`config.mk`:
```
export PLATFORM = sky130hd
export DESIGN_NAME = frame_serializer_flat
export DESIGN_NICKNAME = d
export VERILOG_FILES = /design/src/rtl/frame_serializer_if.sv /design/src/rtl/frame_serializer.sv /design/src/flat_wrapper.sv
export SDC_FILE = /design/constraint.sdc
export NUM_CORES = 1
export LEC_CHECK = 0
export ABC_CLOCK_PERIOD_IN_PS = 2190
export CAP_MARGIN = 20
export CORE_MARGIN = 10
export CORE_UTILIZATION = 45
export DETAILED_ROUTE_END_ITERATION = 10
export PLACE_DENSITY = 0.67
export RECOVER_POWER = 100
export SYNTH_ARGS = -nofsm -noshare
export SYNTH_HDL_FRONTEND = slang
export SYNTH_SLANG_ARGS = --single-unit
```
`constraint.sdc`:
```
create_clock -name clk -period 2.19 [get_ports clk]
set_input_delay 0.5475 -clock clk [delete_from_list [all_inputs] [get_ports clk]]
set_output_delay 0.5475 -clock clk [all_outputs]
set_load 0.01 [all_outputs]
```
`src/rtl/frame_serializer_if.sv`:
```
// Word-offer / serial-output bundle for frame_serializer.
interface frame_serializer_if #(
    parameter int MAX_WIDTH = 8,
    parameter int CNT_W     = $clog2(MAX_WIDTH + 1)
);
    logic [MAX_WIDTH-1:0] data_in;
    logic [CNT_W-1:0]     data_len;
    logic                 msb_first;
    logic                 par_odd;
    logic                 data_valid;
    logic                 ser_en;
    logic                 ready;
    logic                 busy;
    logic                 serial_out;
    logic                 ser_done;
    logic                 parity_out;

    // Word source / TX controller side
    modport master (
        output data_in, data_len, msb_first, par_odd, data_valid, ser_en,
        input  ready, busy, serial_out, ser_done, parity_out
    );

    // Serializer side
    modport slave (
        input  data_in, data_len, msb_first, par_odd, data_valid, ser_en,
        output ready, busy, serial_out, ser_done, parity_out
    );
endinterface

```
`src/rtl/frame_serializer.sv`:
```
// Parallel-to-serial frame engine: one-word holding buffer feeding a
// shift engine (IDLE/SHIFT/DONE) with selectable bit order and parity.
module frame_serializer #(
    parameter int MAX_WIDTH = 8,
    parameter int CNT_W     = $clog2(MAX_WIDTH + 1)
) (
    input  logic                clk,
    input  logic                rst,
    frame_serializer_if.slave   bus
);
    typedef enum logic [1:0] {
        IDLE  = 2'd0,
        SHIFT = 2'd1,
        DONE  = 2'd2
    } state_t;

    state_t               state;
    state_t               state_nxt;

    logic                 hold_full;
    logic [MAX_WIDTH-1:0] hold_data;
    logic [CNT_W-1:0]     hold_len;
    logic                 hold_msb;
    logic                 hold_odd;

    logic [MAX_WIDTH-1:0] sreg;
    logic [CNT_W-1:0]     cnt;
    logic                 msb_lat;
    logic                 odd_lat;
    logic                 par_acc;
    logic                 serial_q;

    logic [CNT_W-1:0]     len_clamp;
    logic                 accept;
    logic                 load;
    logic                 shift_en;
    logic                 next_bit;

    // Length clamp: 0 or anything above MAX_WIDTH means a full word
    always_comb begin
        if (bus.data_len == '0 || bus.data_len > CNT_W'(MAX_WIDTH))
            len_clamp = CNT_W'(MAX_WIDTH);
        else
            len_clamp = bus.data_len;
    end

    assign accept   = bus.data_valid & ~hold_full;
    assign load     = (state == IDLE) & hold_full;
    assign shift_en = (state == SHIFT) & bus.ser_en;
    // MSB-first words are left-aligned at load, so the next bit is always at an end
    assign next_bit = msb_lat ? sreg[MAX_WIDTH-1] : sreg[0];

    // Holding buffer: filled on accept, emptied when the engine loads it
    always_ff @(posedge clk or negedge rst) begin
        if (!rst) begin
            hold_full <= 1'b0;
            hold_data <= '0;
            hold_len  <= '0;
            hold_msb  <= 1'b0;
            hold_odd  <= 1'b0;
        end else if (accept) begin
            hold_full <= 1'b1;
            hold_data <= bus.data_in;
            hold_len  <= len_clamp;
            hold_msb  <= bus.msb_first;
            hold_odd  <= bus.par_odd;
        end else if (load) begin
            hold_full <= 1'b0;
        end
    end

    // Shift datapath: load from buffer, then shift one bit per enabled edge
    always_ff @(posedge clk or negedge rst) begin
        if (!rst) begin
            sreg     <= '0;
            cnt      <= '0;
            msb_lat  <= 1'b0;
            odd_lat  <= 1'b0;
            par_acc  <= 1'b0;
            serial_q <= 1'b0;
        end else if (load) begin
            sreg    <= hold_msb ? (hold_data << (CNT_W'(MAX_WIDTH) - hold_len)) : hold_data;
            cnt     <= hold_len;
            msb_lat <= hold_msb;
            odd_lat <= hold_odd;
            par_acc <= 1'b0;
        end else if (shift_en) begin
            sreg     <= msb_lat ? {sreg[MAX_WIDTH-2:0], 1'b0} : {1'b0, sreg[MAX_WIDTH-1:1]};
            serial_q <= next_bit;
            par_acc  <= par_acc ^ next_bit;
            cnt      <= cnt - CNT_W'(1);
        end
    end

    // State register
    always_ff @(posedge clk or negedge rst) begin
        if (!rst)
            state <= IDLE;
        else
            state <= state_nxt;
    end

    // Next-state logic
    always_comb begin
        state_nxt = state;
        case (state)
            IDLE:    if (hold_full) state_nxt = SHIFT;
            SHIFT:   if (bus.ser_en && cnt == CNT_W'(1)) state_nxt = DONE;
            DONE:    if (!bus.ser_en) state_nxt = IDLE;
            default: state_nxt = IDLE;
        endcase
    end

    // Outputs decoded from registered state and datapath
    always_comb begin
        bus.ready      = ~hold_full;
        bus.busy       = (state != IDLE);
        bus.serial_out = serial_q;
        bus.ser_done   = (state == DONE);
        bus.parity_out = (state == DONE) & (par_acc ^ odd_lat);
    end
endmodule

```
`src/flat_wrapper.sv`:
```
// flat-port wrapper written by rule: the top's interface ports become plain ports
module frame_serializer_flat 
#(
    parameter int MAX_WIDTH = 8,
    parameter int CNT_W     = $clog2(MAX_WIDTH + 1)
)
  (clk, rst, bus_data_in, bus_data_len, bus_msb_first, bus_par_odd, bus_data_valid, bus_ser_en, bus_ready, bus_busy, bus_serial_out, bus_ser_done, bus_parity_out);
  frame_serializer_if #(.MAX_WIDTH(MAX_WIDTH), .CNT_W(CNT_W)) bus_i ();
  input  logic clk;
  input  logic rst;
  input wire logic [$bits(bus_i.data_in)-1:0] bus_data_in;
  input wire logic [$bits(bus_i.data_len)-1:0] bus_data_len;
  input wire logic [$bits(bus_i.msb_first)-1:0] bus_msb_first;
  input wire logic [$bits(bus_i.par_odd)-1:0] bus_par_odd;
  input wire logic [$bits(bus_i.data_valid)-1:0] bus_data_valid;
  input wire logic [$bits(bus_i.ser_en)-1:0] bus_ser_en;
  output wire logic [$bits(bus_i.ready)-1:0] bus_ready;
  output wire logic [$bits(bus_i.busy)-1:0] bus_busy;
  output wire logic [$bits(bus_i.serial_out)-1:0] bus_serial_out;
  output wire logic [$bits(bus_i.ser_done)-1:0] bus_ser_done;
  output wire logic [$bits(bus_i.parity_out)-1:0] bus_parity_out;
  assign bus_i.data_in = bus_data_in;
  assign bus_i.data_len = bus_data_len;
  assign bus_i.msb_first = bus_msb_first;
  assign bus_i.par_odd = bus_par_odd;
  assign bus_i.data_valid = bus_data_valid;
  assign bus_i.ser_en = bus_ser_en;
  assign bus_ready = bus_i.ready;
  assign bus_busy = bus_i.busy;
  assign bus_serial_out = bus_i.serial_out;
  assign bus_ser_done = bus_i.ser_done;
  assign bus_parity_out = bus_i.parity_out;
  frame_serializer #(.MAX_WIDTH(MAX_WIDTH), .CNT_W(CNT_W)) u_core (.clk(clk), .rst(rst), .bus(bus_i));
endmodule
```
==> results.cfg <==
[clock_tree]
clock_sinks = 33
clock_latency_ps = 290
post_cts_buffers = 0
hold_buffers = 0
cts-root-buf = clkbuf_8
numCtsBuffers = 5
htreeDepth = 2
cts_tree = yes
clk_pin_slew_ps = 60
cts_max_path_buffers = 2

[synthesis]
synthDistinctLibCells = 45
synth_top_area_share_pct = 43.3
synth_enable_flop_cells = 0
ys_ff_latch = 33
muxShareOfSynthArea_pct = 16.9
synthXorXnorAreaFrac_pct = 2.23
netlist_instances = 183
postSynthAreaPerCell_um2 = 10.4
synth_flop_cell = dfrtp_1
ys_seq_area_share_pct = 43.3
synth_top_area_cell = dfrtp_1
synthesis.area_mm2 = 0.00191
syn_nets = 204
yosys.area_share.simple_pct = 16.9
synthAdderAreaFrac_pct = 1.97
synth-compound-area-share_pct = 13.9
synth.area.top_cells = dfrtp_1 (43%), mux2i_1 (7.9%), mux2_2 (7.1%)
synthArstFlopShare_pct = 100
ys_warn_count = 0
synth_top_family_by_area = simple AND/OR/NAND/NOR gates

[worst_setup_path]
critPathCaptureType = output port
worstSetupPathType = flip-flop to output port
crit_required_ps = 1640
worst-path-max-fanout = 8
critical_path_arrival_ps = 1580
start_kind = flip-flop

[grt]
grt_first_pass_wirelength_um = 6940
antenna_found_initial = 0
grt_usage_pct = 11.7
grt_max_degree = 34
grt.overflow.total = 0
grt_pass1_vias = 1449

[layout]
drive_gt1_share_pct = 14.8
fin_util_pct = 55.0
antenna_cells = 0
fin_nets = 229
fillers = 381
finalNonFillerCells = 259
final_common_cell = dfrtp_1
area_growth_pct = 16.9
final_cell_mix = dfrtp_1 (31), nor2_1 (19), clkdlybuf4s50_1 (17), mux2i_1 (15), mux2_2 (12)

[timing]
hold_violations = 0
min_period_over_period_pct = 97.0
worst_pin_slew_ps = 817
final-setup-viol-count = 0
rsz0062_at_grt = false
final.setup_skew_ps = 3.56
hold_ws_ps = 472
maxSlewHeadroom_pct = 45.6
fmax_mhz = 471
fin_crit_ps = 2120
setup_tns_ps = 0
slew_viol_final = 0

[floorplanning]
coreArea_mm2 = 0.00406
rows = 23
pin_count = 23
die_y_um = 85.1
die_w_um = 85.1
die_area_mm2 = 0.00724
start_util_pct = 47.0

[routing]
wire_per_inst_um = 16.0
routed_via_density = 5.60
wirelength_um = 4150
drc = 0
first_iter_violations = 113
postRouteAntennaNets = 0
vias = 1450
first_pass_iters = 4

[place]
place.gp.congestion = 0.879
numPortBuffers = 22
placedCellCount = 251
hpwl_um = 3080

[power]
leakagePower_nw = 0.934
total_power_mw = 3.25
power_density_mw_per_mm2 = 1460
ir_drop_uv = 630

[worst_hold_path]
worstHoldPathType = flip-flop to flip-flop

[outcome]
status = completed

[flow_run]
drv_cap = 0
## final timing paths
kind	startpoint	to	slack, ps	depth (start not counted)
hold reg to reg	u_core.hold_odd	u_core.odd_lat	470	2
setup / recovery	u_core.state[0]	bus_parity_out	70	3
hold / removal	u_core.hold_odd	u_core.odd_lat	470	2
setup reg to reg	u_core.hold_len[1]	u_core.sreg[4]	160	7
min in group asynchronous	rst	u_core.hold_len[3]	880	2
max in group asynchronous	rst	u_core.state[0]	750	2
## flip-flops by register name, summed over array words and instances (netlist names), 2 cells and up
name	count
u_core.hold_data	8
u_core.sreg	8
u_core.cnt	4
u_core.hold_len	4
u_core.state	2
## per-layer routing
layer	share of wire [%]	vias to the layer above	global-route usage, %
met3	4.2	8	2.68
met5	0	-	0
met2	47	33	18.1
met4	2.3	0	6.29
li1	-	710	-
met1	46	699	14.7
## worst max-delay path, stage by stage, from the launching register on
cell and delay, ps:
dfrtp_2 450, nor2b_2 150, and2_1 140, clkdlybuf4s50_1 550
## kinds of logic (layout without fill, tap and decap cells)
group                      Yosys count  after routing
buffers and inverters               18             44
muxes                               29             29
DFF                                 33             33
and+or+nand+nor                     59             59
adders and majority gates            3              3
AOI/OAI and AO/OA                   37             37
xor gates and xnor gates             4              4
## what timing repair did
| action | CTS | global route |
|---|---|---|
| endpoints found under the setup margin | 1 | 1 |
| pin swaps | 0 | 0 |
| gates resized for setup | 2 | 1 |
## where the power goes
group / switching [mW] / total, mW / internal [mW] / leakage [nW]
Clock: 0.218 / 0.444 / 0.226 / 0.0395
Combinational: 0.784 / 1.59 / 0.807 / 0.488
Sequential: 0.333 / 1.22 / 0.887 / 0.407
## synth_stat cells (all sizes together) (4+ instances only)
| library cell | n |
|---|---|
| dfrtp | 33 |
| mux2 | 13 |
| inv | 7 |
| o21ai | 11 |
| nor2 | 20 |
| a221oi | 6 |
| mux2i | 15 |
| nand2 | 11 |
| o221ai | 4 |
| a21oi | 7 |
| nor3 | 6 |
| nand3b | 8 |
| buf | 11 |
## stage by stage
| stage | worst slack [ps] | instance area, µm² |
|---|---|---|
| after CTS | 9.50 | 2260 |
| after global placement | 318 | 2180 |
| final | 65.2 | 2230 |
| after global routing | 21.8 | 2230 |
| after detailed placement | 283 | 2180 |
| after floorplan | 233 | 1910 |
## area by class of cell
type / instances / area [µm²] / share of cell area [%]
clock buffer: 8 / 80.1 / 3.59
inverter: 7 / 26.3 / 1.18
multi-input combinational: 132 / 975 / 43.7
sequential: 33 / 828 / 37.1
tap: 50 / 62.6 / 2.80
timing repair buffer: 29 / 259 / 11.6
Power figures use the tool's default switching activity.
